[config.mk]
export PLATFORM = sky130hd
export DESIGN_NAME = alu_op_sequencer
export DESIGN_NICKNAME = d
export VERILOG_FILES = /design/src/rtl/alu_op_sequencer.sv
export SDC_FILE = /design/constraint.sdc
export NUM_CORES = 1
export LEC_CHECK = 0
export BUFFER_PORTS_ARGS = -buffer_cell sky130_fd_sc_hd__buf_2
export CORE_UTILIZATION = 46
export CTS_CLUSTER_DIAMETER = 120
export DETAILED_ROUTE_END_ITERATION = 12
export GPL_TIMING_DRIVEN = 0
export PLACE_DENSITY = 0.73
export RECOVER_POWER = 100
export SLEW_MARGIN = 40
export SYNTH_ARGS = -nofsm -noshare
export SYNTH_HDL_FRONTEND = slang
export SYNTH_SLANG_ARGS = --single-unit
[constraint.sdc]
create_clock -name clk -period 1.67 [get_ports clk]
set_input_delay 0.0835 -clock clk [delete_from_list [all_inputs] [get_ports clk]]
set_output_delay 0.0835 -clock clk [all_outputs]
set_load 0.01 [all_outputs]
[src/rtl/alu_op_sequencer.sv]
// alu_op_sequencer: accepts an opcode over a valid/ready handshake and decodes it
// into a one-hot select for the ALU output multiplexer. The select is held for the
// operation's settle time, one cycle for logic/add/sub and MULT_LAT cycles for
// multiply. The multiplexer output is then captured and offered on a result
// valid/ready handshake. Opcode 7 is illegal: it skips execution and returns a
// zero result with op_err set.
`timescale 1ns/1ps
module alu_op_sequencer #(
    parameter int K        = 7,
    parameter int MULT_LAT = 3
) (
    input  logic         clk,
    input  logic         rst_n,
    input  logic         op_valid,
    output logic         op_ready,
    input  logic [2:0]   opcode,
    output logic [6:0]   sel,
    input  logic [K-1:0] mux_out,
    output logic         res_valid,
    input  logic         res_ready,
    output logic [K-1:0] result,
    output logic         op_err,
    output logic         busy
);

    typedef enum logic [1:0] {
        IDLE = 2'd0,
        EXEC = 2'd1,
        RESP = 2'd2
    } state_t;

    localparam logic [2:0] OP_MULT    = 3'd6;
    localparam logic [2:0] OP_ILLEGAL = 3'd7;

    // The hold count must fit the 4-bit counter and be at least 1. A count of
    // 0 would never reach the capture condition, so an out-of-range MULT_LAT is
    // clamped rather than allowed to lock up EXEC.
    localparam int         MULT_CLAMP = (MULT_LAT < 1)  ? 1  :
                                        (MULT_LAT > 15) ? 15 : MULT_LAT;
    localparam logic [3:0] MULT_CNT   = 4'(MULT_CLAMP);

    state_t     state;
    logic [3:0] cnt;

    // Handshake and status flags decode directly from the state register.
    assign op_ready = (state == IDLE);
    assign busy     = (state != IDLE);

    // Sequencer FSM. It owns the select, the hold counter, the result register
    // and the response flags.
    always_ff @(posedge clk or negedge rst_n) begin
        if (!rst_n) begin
            state     <= IDLE;
            cnt       <= 4'd0;
            sel       <= 7'd0;
            result    <= '0;
            op_err    <= 1'b0;
            res_valid <= 1'b0;
        end else begin
            case (state)
                IDLE: begin
                    if (op_valid) begin
                        if (opcode == OP_ILLEGAL) begin
                            // There is nothing to execute, so go straight to the response.
                            result    <= '0;
                            op_err    <= 1'b1;
                            res_valid <= 1'b1;
                            state     <= RESP;
                        end else begin
                            sel   <= 7'b1 << opcode;
                            cnt   <= (opcode == OP_MULT) ? MULT_CNT : 4'd1;
                            state <= EXEC;
                        end
                    end
                end
                EXEC: begin
                    if (cnt == 4'd1) begin
                        // Capture edge: the select has been stable for the full count.
                        result    <= mux_out;
                        op_err    <= 1'b0;
                        sel       <= 7'd0;
                        cnt       <= 4'd0;
                        res_valid <= 1'b1;
                        state     <= RESP;
                    end else if (cnt != 4'd0) begin
                        cnt <= cnt - 4'd1;
                    end
                end
                RESP: begin
                    if (res_ready) begin
                        res_valid <= 1'b0;
                        state     <= IDLE;
                    end
                end
                default: begin
                    sel       <= 7'd0;
                    res_valid <= 1'b0;
                    state     <= IDLE;
                end
            endcase
        end
    end

endmodule

==> results.md <==
Run status:
- The flow ran to the end, and the final reports show no timing, DRC or antenna violations.

Worst hold path:
- The min-delay analysis places its worst path in the category input pin to register.
- The cell depth of the worst hold path is 4.
- In this run the most critical hold path is launched from res_ready.

Global route:
- The via count of the first global-routing pass is 1005.
- The initial antenna violation count is 0.
- The first global-routing pass estimated 4360 µm of wire.
- The maximum number of pins on one net before global-route repair is 23.
- In the global route stage, overall resource usage came out at 0.219.
- For this run the aggregate overflow at the end of global routing stands at 0.

Drt:
- Summed over all layers, the routed wires come to 2500 µm.
- For this block, the initial DRC count from the detailed router was 25.
- Dividing the detail-routed wire length by the instance count gives 14.3 µm.
- The count of TritonRoute iterations in the first routing pass is 4.
- In the routed design, unresolved DRC markers number 0.
- In the routed layout, each cell is associated on average with a via count of 5.58.
- The total vias in the final route is 976.
- The remaining antenna violation count is 0.

Power:
- The total leakage power is 0.663 nW.
- The worst supply voltage drop on vdd is 1120 µV.
- The power density normalized to cell area is 1730 nW/µm².
- The design draws 2.56 mW.

Synth:
- The number of cells produced by synthesis is 103.
- The number of nets produced by synthesis is 119.
- The leading register cell type out of synthesis is dfrtp_1.
- The Yosys step of the flow raised 0 warnings.
- In this run, distinct cell masters in the synthesized netlist total 40.
- The mean instance size in the synthesized netlist is 11.4 µm².
- Of the post-synthesis cell area, the dominant cell type holds 0.469.
- The total standard cell area after synthesis is 1170 µm².
- By area the synthesized netlist is led by dfrtp_1 (47%), a22o_1 (5.2%), nand2_1 (3.5%), o31ai_1 (3.2%), buf_6 (2.9%).
- By count the netlist is led by dfrtp_1 (22), nand2_1 (11), a22o_1 (7), nor2_1 (6).
- For this run, asynchronously set or reset flops after synthesis account for 1.00.
- The flip-flop and latch count after synthesis is 22.
- The synthesized design contains 0 enable-type register cells.
- The share of the yosys chip area belonging to registers is 0.469.
- The largest area contributor in the netlist is dfrtp_1.
- In the post-synthesis netlist, the cell with the most instances is dfrtp_1.

Layout:
- After routing the design area is 1480 µm².
- Compared with the post-synthesis result, the final layout area differs by 26.0%.
- For this run, the share of the core covered by cells in the final layout is 0.638.
- In the final layout, the share of cells above drive strength 1 is 0.231.
- Registers take 551 µm².
- The filler cell count in the final layout is 205.
- The count of non-filler cells in the finished layout is 175.
- Summing all multi-input logic gate instances after layout gives 553 µm².
- In the final design database the tool counted 165 nets.
- The number of antenna diodes in the final layout is 0.

Placement:
- After detailed placement, the total cell area comes to 1360 µm².
- The number of cells after detailed placement is 160.
- The setup slack after placement is -0.0945 ns.
- The count of buffers added on input and output ports is 29.
- After legalization and detailed placement, the total HPWL measured 1720 µm.
- The final estimated routing congestion in global placement is 0.876.

Critical path:
- For the worst flop-to-flop path, the logic depth is 6.
- For the worst setup path, the data arrival time is 1.79 ns.
- STA classifies the critical path startpoint as a register.
- The type of the worst setup path is register to register.
- The required time at the endpoint of the critical path is 1.87 ns.
- The worst register-to-register path begins at cnt[1].
- The startpoint of the worst setup timing path is cnt[1].
- The worst reg-to-reg setup slack is 0.08 ns.
- STA classifies the critical path endpoint as a register.
- In this run the worst path has a maximum fanout of 9.

Timing:
- For the final database, setup skew stands at 0.00903 ns.
- The final number of max-transition violations was 0.
- The number of setup violations in the final report is 0.
- Setup repair after global routing left no endpoint under its margin.
- Timing would allow up to 629 MHz.
- The worst slew margin relative to its limit is 0.218.
- After layout, the worst setup slack is 0.0790 ns.
- Final hold analysis gives a worst-case slack of 0.0141 ns.
- The total negative setup slack is 0 ns.
- For the pin with the worst max-slew slack, the measured transition is 1.17 ns.
- The count of endpoints failing hold in the final timing report was 0.
- The routed design could run at a clock period as short as 1.59 ns.
- In the finished design, the share of the clock period the worst path needs comes to 0.953.

Floorplan:
- The die is 52.5 µm wide.
- The chip height is 52.5 µm.
- The number of top-level pins is 32.
- The core region is 2320 µm².
- The total die area is 2760 µm².
- The initial utilization of the core area, before any placement, comes to 0.507.
- The total number of placement rows is 17.

CTS:
- Clock-pin slew was measured on the worst setup and hold paths at 0.12 ns.
- The maximum number of buffers from clock root to sink is 2.
- CTS built an H-tree with a depth of 1.
- The number of buffers added by the clock tree synthesis step is 3.
- The root buffer cell chosen for the clock tree is clkbuf_4.
- The total number of clock tree sinks is 22.
- The TritonCTS clock tree is done.
- The insertion delay of the later-clocked pin in the worst-skew pair is 0.31 ns.

Job:
- The count of maximum capacitance violations is 0.
[kinds of logic after synthesis]
family,Yosys count,share of synthesized area
mux,2,0.0213
flops,22,0.469
fa+ha+maj,2,0.0213
compound gates,30,0.211
buf+inv,10,0.0692
simple gates,37,0.209
[power breakdown]
group	switching (mW)	internal (mW)
sequential	0.130	0.731
clock	0.154	0.0842
combinational	0.783	0.681
total	1.07	1.50
[layout by cell type (no fill, tap or decap), types with 2 or more instances in the layout]
master,instances
nand2b_1,2
o21ai_0,5
buf_4,2
o31ai_1,5
a22o_1,7
o41ai_1,3
nand2_1,12
buf_2,11
clkbuf_4,3
dlygate4sd3_1,10
a21oi_1,3
nor2_1,6
clkbuf_1,18
buf_6,3
inv_1,5
o2bb2ai_1,2
dfrtp_1,22
[registers in the layout, summed over array words and instances, names as in the netlist]
register	flops
result	7
sel	7
cnt	4
state	2
op_err	1
res_valid	1
[critical path, cell delays in order (launching register included)]
cell and delay (ns):
dfrtp_1 0.41, inv_1 0.11, ha_4 0.16, or3b_4 0.42, nor2_8 0.10, nor2_2 0.09, a22o_1 0.19
[cell type report]
cell class                      instances  area share
Buffer                                  5      0.0423
Timing Repair Buffer                   41       0.161
Clock buffer                            3      0.0152
Sequential cell                        22       0.372
Inverter                                5      0.0127
Tap cell                               28      0.0237
Multi-Input combinational cell         71       0.374
[path summary, 6_finish.rpt]
kind | to
worst max-delay path | result[6]
worst min-delay path | state[1]
worst max register to register | result[6]
worst min register to register | sel[5]
max in group asynchronous | result[3]
min in group asynchronous | sel[6]
[metal layers]
layer,GRT usage,up-vias,routed length (µm)
met2,0.388,35,1270
met5,0,-,0
met3,0.0406,4,117
li1,-,467,-
met4,0.0921,0,31
met1,0.254,470,1080
[timing repair]
item	in CTS	in global routing
pin swaps	1	1
endpoints found under the setup margin	14	14
setup buffers	2	0
resized for setup	1	1
endpoints found under the hold margin	31	0
hold buffers	10	0
Power figures use the tool's default switching activity.
